## src/rtl/vldrdy_pkg.sv

```systemverilog
// rtl/vldrdy_pkg.sv - shared types and round-robin pick helper for vldrdy arbiters
package vldrdy_pkg;

    // Widest request vector the shared pick helper handles.
    localparam int MAX_SRC = 16;
    localparam int MAX_IDX_W = 4;

    typedef enum logic {
        IDLE = 1'b0,
        BUSY = 1'b1
    } arb_state_e;

    typedef struct packed {
        logic                 found;
        logic [MAX_IDX_W-1:0] idx;
    } rr_pick_t;

    // First requester after 'last', scanning last+1, last+2, ... modulo nsrc.
    // Callers zero-extend narrower request vectors to MAX_SRC bits.
    function automatic rr_pick_t rr_pick(
        input logic [MAX_SRC-1:0]   req,
        input logic [MAX_IDX_W-1:0] last,
        input int                   nsrc
    );
        rr_pick_t res;
        int       cand;
        res = '0;
        for (int k = 1; k <= MAX_SRC; k++) begin
            if ((k <= nsrc) && !res.found) begin
                cand = (int'(last) + k) % nsrc;
                if (req[cand[MAX_IDX_W-1:0]]) begin
                    res.found = 1'b1;
                    res.idx   = cand[MAX_IDX_W-1:0];
                end
            end
        end
        return res;
    endfunction

endpackage

```

## src/rtl/rr_prio_sel.sv

```systemverilog
// rtl/rr_prio_sel.sv - combinational round-robin priority selector
module rr_prio_sel
    import vldrdy_pkg::*;
#(
    parameter int NSRC  = 4,
    parameter int IDX_W = 2
) (
    input  logic [NSRC-1:0]  req,
    input  logic [IDX_W-1:0] last,
    output logic [IDX_W-1:0] idx,
    output logic             found
);

    logic [MAX_SRC-1:0]   req_ext;
    logic [MAX_IDX_W-1:0] last_ext;
    rr_pick_t             pick;
    logic                 unused_pick_bits;

    // Widen to the helper's fixed width, pick, then narrow the index back.
    always_comb begin
        req_ext             = '0;
        req_ext[NSRC-1:0]   = req;
        last_ext            = '0;
        last_ext[IDX_W-1:0] = last;
        pick                = rr_pick(req_ext, last_ext, NSRC);
        idx                 = pick.idx[IDX_W-1:0];
        found               = pick.found;
    end

    // Upper index bits are always zero because the pick is below NSRC.
    assign unused_pick_bits = &{1'b0, pick.idx};

endmodule

```

## src/rtl/vldrdy_rr_arbiter.sv

```systemverilog
// rtl/vldrdy_rr_arbiter.sv - round-robin burst arbiter from NSRC valid/ready sources to one sink
module vldrdy_rr_arbiter
    import vldrdy_pkg::*;
#(
    parameter  int NSRC      = 4,
    parameter  int DWIDTH    = 8,
    parameter  int BURST_LEN = 4,
    parameter  int CNT_W     = 16,
    localparam int IDX_W     = (NSRC > 1) ? $clog2(NSRC) : 1
) (
    input  logic                   clk,
    input  logic                   rst_n,
    input  logic                   cfg_en,
    input  logic [NSRC-1:0]        src_val,
    output logic [NSRC-1:0]        src_rdy,
    input  logic [NSRC*DWIDTH-1:0] src_data,
    output logic                   dst_val,
    input  logic                   dst_rdy,
    output logic [DWIDTH-1:0]      dst_data,
    output logic                   gnt_vld,
    output logic [IDX_W-1:0]       gnt_idx,
    output logic [CNT_W-1:0]       beat_cnt
);

    localparam int               BW         = (BURST_LEN > 1) ? $clog2(BURST_LEN) : 1;
    localparam logic [BW-1:0]    BURST_LAST = BW'(BURST_LEN - 1);
    localparam logic [IDX_W-1:0] IDX_LAST   = IDX_W'(NSRC - 1);

    arb_state_e        state_q;
    logic [IDX_W-1:0]  gnt_idx_q;
    logic [IDX_W-1:0]  last_gnt_q;
    logic [BW-1:0]     burst_cnt_q;
    logic [BW-1:0]     burst_cnt_d;
    logic [CNT_W-1:0]  beat_cnt_q;
    logic [CNT_W-1:0]  beat_cnt_d;

    logic [DWIDTH-1:0] src_arr [NSRC];
    logic              busy;
    logic              pass_en;
    logic              cur_val;
    logic [DWIDTH-1:0] cur_data;
    logic              hs;
    logic [IDX_W-1:0]  pick_idx;
    logic              pick_found;

    for (genvar g = 0; g < NSRC; g++) begin : g_unpack
        assign src_arr[g] = src_data[g*DWIDTH +: DWIDTH];
    end

    // Reset is folded into the pass gate so no beat is taken during a reset cycle.
    assign pass_en  = cfg_en & rst_n;
    assign busy     = (state_q == BUSY);
    assign cur_val  = src_val[gnt_idx_q];
    assign cur_data = src_arr[gnt_idx_q];

    // Route the granted source to the sink; everything else sees ready low.
    always_comb begin
        dst_val  = busy & pass_en & cur_val;
        dst_data = busy ? cur_data : '0;
        src_rdy  = '0;
        if (busy && pass_en) begin
            src_rdy[gnt_idx_q] = dst_rdy;
        end
    end

    assign hs          = dst_val & dst_rdy;
    assign burst_cnt_d = burst_cnt_q + 1'b1;
    assign beat_cnt_d  = beat_cnt_q + 1'b1;

    rr_prio_sel #(
        .NSRC  (NSRC),
        .IDX_W (IDX_W)
    ) u_prio_sel (
        .req   (src_val),
        .last  (last_gnt_q),
        .idx   (pick_idx),
        .found (pick_found)
    );

    // Grant FSM: arbitrate in IDLE, stream a burst in BUSY, always return to IDLE between bursts.
    always_ff @(posedge clk) begin
        if (!rst_n) begin
            state_q     <= IDLE;
            gnt_idx_q   <= '0;
            last_gnt_q  <= IDX_LAST;
            burst_cnt_q <= '0;
            beat_cnt_q  <= '0;
        end else begin
            if (hs) begin
                beat_cnt_q <= beat_cnt_d;
            end
            if (!cfg_en) begin
                state_q     <= IDLE;
                burst_cnt_q <= '0;
            end else begin
                case (state_q)
                    IDLE: begin
                        if (pick_found) begin
                            gnt_idx_q   <= pick_idx;
                            burst_cnt_q <= '0;
                            state_q     <= BUSY;
                        end
                    end
                    BUSY: begin
                        if (hs) begin
                            if (burst_cnt_q == BURST_LAST) begin
                                last_gnt_q <= gnt_idx_q;
                                state_q    <= IDLE;
                            end else begin
                                burst_cnt_q <= burst_cnt_d;
                            end
                        end else if (!cur_val) begin
                            // Source went quiet: release early so others are not starved.
                            last_gnt_q <= gnt_idx_q;
                            state_q    <= IDLE;
                        end
                    end
                    default: state_q <= IDLE;
                endcase
            end
        end
    end

    assign gnt_vld  = busy;
    assign gnt_idx  = gnt_idx_q;
    assign beat_cnt = beat_cnt_q;

endmodule

```

## config.mk

```make
export PLATFORM = sky130hd
export DESIGN_NAME = vldrdy_rr_arbiter
export DESIGN_NICKNAME = d
export VERILOG_FILES = /design/src/rtl/vldrdy_pkg.sv /design/src/rtl/rr_prio_sel.sv /design/src/rtl/vldrdy_rr_arbiter.sv
export SDC_FILE = /design/constraint.sdc
export NUM_CORES = 1
export LEC_CHECK = 0
export ABC_CLOCK_PERIOD_IN_PS = 1800
export CAP_MARGIN = 20
export CORE_UTILIZATION = 34
export DETAILED_ROUTE_END_ITERATION = 7
export HOLD_SLACK_MARGIN = 0.02
export PLACE_DENSITY_LB_ADDON = 0.2
export SLEW_MARGIN = 20
export SYNTH_ARGS = -nofsm -noshare
export SYNTH_HDL_FRONTEND = slang
export SYNTH_SLANG_ARGS = --single-unit
```

## constraint.sdc

```tcl
create_clock -name clk -period 1.8 [get_ports clk]
set_input_delay 0.36 -clock clk [delete_from_list [all_inputs] [get_ports clk]]
set_output_delay 0.36 -clock clk [all_outputs]
set_load 0.005 [all_outputs]
```

==> impl_metrics.py <==
metrics = {
    "run_status": {
        "status": "finished, violations left",
        "violations": "setup timing",
    },
    "power_and_ir_drop": {
        "ir_drop_mv": 0.286,
        "power.density_nw_per_um2": 455,
        "power_w": 0.00116,
        "seqPwrFrac_pct": 45.1,
        "p_int_w": 0.000885,
        "power.share.combinational_pct": 27.3,
        "p_leak_nw": 1.04,
        "power_switching_w": 0.000273,
        "p_sw_share_pct": 23.6,
        "pwr-share-clk_pct": 27.6,
    },
    "worst_setup_path": {
        "cp_top_family": "multiplexers",
        "rrSetupSlack_ps": 10,
        "crit_start": "gnt_idx[0]$_SDFFE_PN0P_",
        "r2r_cells": 8,
        "worst-path-buf-inv": 3,
        "crit_top_cell": "buf_6",
        "crit_slowest_cell": "mux4_2",
        "max_stage_delay_ps": 480,
        "path_class": "flip-flop to primary output",
        "cp.required_ps": 1440,
        "path_max_fanout": 3,
        "crit_path_start_kind": "flip-flop",
        "rr_startpoint": "gnt_idx[0]$_SDFFE_PN0P_",
        "path_cells": "buf_6 > buf_6 > mux4_2 > and2_1 > buf_2",
        "r2r-end": "beat_cnt[14]$_SDFFE_PN0P_",
        "end_kind": "primary output",
        "arrival_ps": 1580,
    },
    "synthesis": {
        "synth_flop_cell": "dfxtp_1",
        "yosysTopAreaCellShare_pct": 31.9,
        "syn_avg_cell_area_um2": 9.07,
        "ys_warn_count": 0,
        "synth_cells": 159,
        "synth_nets": 201,
        "ys_seq_elements": 23,
        "synth_edf_count": 0,
        "synth_area_leaders": "dfxtp_1 (32%), mux4_2 (12%), mux2i_1 (4.9%)",
        "synth-async-reset-ratio_pct": 0,
        "ys_seq_area_share_pct": 31.9,
        "synthesis.area_um2": 1440,
        "yosys.area.top_type": "dfxtp_1",
        "ys_types": 34,
    },
    "clocking": {
        "tritoncts": "yes",
        "cts_root_buf": "clkbuf_8",
        "cts_max_level": 1,
        "clock-sinks": 23,
        "ctsLongestPathBuffers": 2,
        "clk_latency_ps": 260,
        "numCtsBuffers": 3,
        "clk_pin_slew_ps": 80,
    },
    "place": {
        "hpwl_um": 3010,
        "pre_cts_ws_ps": -468,
        "port_buffers": 71,
        "routabilityCongestion": 0.711,
    },
    "hold_path": {
        "min_path_type": "flip-flop to flip-flop",
        "min_delay_worst_endpoint": "burst_cnt_q[0]$_SDFFE_PP0P_",
        "whs_path_depth": 1,
        "hp-start": "burst_cnt_q[0]$_SDFFE_PP0P_",
    },
    "sta": {
        "slew_headroom_pct": 71.0,
        "clock_skew_ps": 1.34,
        "final_max_slew_viol_count": 0,
        "tightest_slew_ps": 431,
        "finalCriticalPeriod_ps": 1940,
        "tns_ps": -864,
        "whs_ps": 486,
        "hold_viol_final": 0,
        "fin_ws_ps": -137,
        "rsz0062_at_grt": "true",
        "max_clock_freq_mhz": 516,
        "final.period_utilization_pct": 108,
        "setup_viol": 9,
    },
    "finish": {
        "layout-drive-gt1-share_pct": 31.9,
        "area_delta_synth_final_pct": 76.4,
        "utilization_pct": 63.2,
        "num-fill-cells": 359,
        "nNetsFinal": 303,
        "insertedDiodeCount": 0,
    },
    "detailed_routing": {
        "remaining_drc_errors": 0,
        "via_per_inst": 5.09,
        "wire_per_inst_um": 13.3,
        "drt_wl_total_um": 4120,
        "ant_nets": 0,
        "drt_iter0_markers": 42,
        "drtPass1Iterations": 4,
        "num_vias": 1578,
    },
    "floorplanning": {
        "die-area_um2": 4510,
        "start_util_pct": 35.8,
        "dieWidth_um": 67.1,
        "core_area_um2": 4030,
        "die_h_um": 67.1,
        "rows": 23,
        "io_pins": 72,
    },
    "grt": {
        "grt_max_degree": 15,
        "grt-ovfl-total": 0,
        "grt_pass1_vias": 1499,
        "antenna_found_initial": 0,
        "track_usage_pct": 18.3,
        "grt_pass1_wl_um": 6430,
    },
    "flow_run": {
        "max_cap_viol_count": 0,
    },
}
[layout make-up]
class | instances | area [um^2] | area share (%)
clock buffers | 4 | 45.0 | 1.77
flip-flops and latches | 23 | 465 | 18.3
repair buffers | 107 | 980 | 38.5
multi-input cells | 122 | 977 | 38.4
inverters | 4 | 15.0 | 0.590
well taps | 50 | 62.6 | 2.46
[layer usage]
metal	global-route usage [%]	routed length (um)	vias up
met2	34.8	2000	56
li1	-	-	793
met5	0	0	-
met3	4.22	471	2
met1	20.1	1630	727
met4	4.79	21	0
[placed cells by master, fill, tap and decap left out, types with 3 or more instances in the layout]
cell type and instances:
buf_4 23, nand3_1 5, buf_6 14, and3_1 4
nand2_1 12, clkbuf_8 3, mux4_2 9, clkdlybuf4s50_1 50
and2_4 3, or3_1 3, buf_2 9, and2_1 7
dfxtp_1 21, nand2b_1 3, a21oi_1 4, a21oi_2 5
nand4_1 8, dlygate4sd2_1 7, nor2_1 8, o21ai_0 10
mux2i_1 7, or3_4 4, inv_1 4
[cell families (layout without fill, tap and decap cells)]
family	after synthesis	count (layout)	share of synthesized area (%)
muxes	16	16	19.2
xor gates and xnor gates	4	4	2.43
DFF	23	23	31.9
buffers and inverters	14	115	4.51
and+or+nand+nor	70	70	28.0
AOI/OAI and AO/OA	30	30	12.2
adders and majority gates	2	2	1.73
[what timing repair did]
action	4_1_cts	5_1_grt
hold buffers	0	0
endpoints found under the setup margin	25	19
setup buffers	10	6
pin swaps	11	11
gates resized for setup	68	27
[Yosys cell counts, drive strengths merged (3+ instances only)]
master	number
a21oi	9
and2	11
and3	4
and4	3
buf	5
clkbuf	5
dfxtp	23
inv	4
mux2i	7
mux4	9
nand2	13
nand2b	3
nand3	5
nand4	9
nor2	9
o21ai	11
or3	7
[sequential cells by signal, indices dropped and copies added (netlist names)]
signal       count
beat_cnt        16
burst_cnt_q      2
gnt_idx          2
last_gnt_q       2
gnt_vld          1
[per-stage QoR]
step	instance area, um^2	cells
3_5_place_dp	2330	290
4_1_cts	2420	304
6_report	2540	310
3_3_place_gp	2330	290
5_1_grt	2540	310
2_1_floorplan	1440	159
[worst reg2reg max path, cell delays in order (launching register included)]
cell,delay [ps]
dfxtp_4,360
buf_4,130
buf_6,110
mux4_2,260
buf_6,140
nand4_1,90
buf_6,150
or3_4,380
a21oi_2,110
[worst max path at each step]
stage                        to  cells after the start  slack [ps]
floorplan           dst_data[3]                      4          30
global placement        dst_val                      5        -450
detailed placement      dst_val                      5        -470
CTS                 dst_data[6]                      5        -140
global route        dst_data[2]                      5        -200
finish              dst_data[2]                      5        -140
[power by group through the flow]
stage	registers, W	clock network [W]	logic, W
after floorplan	0.000533	0	0.000114
after global placement	0.000533	0	0.000277
after detailed placement	0.000533	0	0.000280
after CTS	0.000523	0.000331	0.000298
after global routing	0.000524	0.000362	0.000341
final	0.000522	0.000319	0.000316
Power figures use the tool's default switching activity.
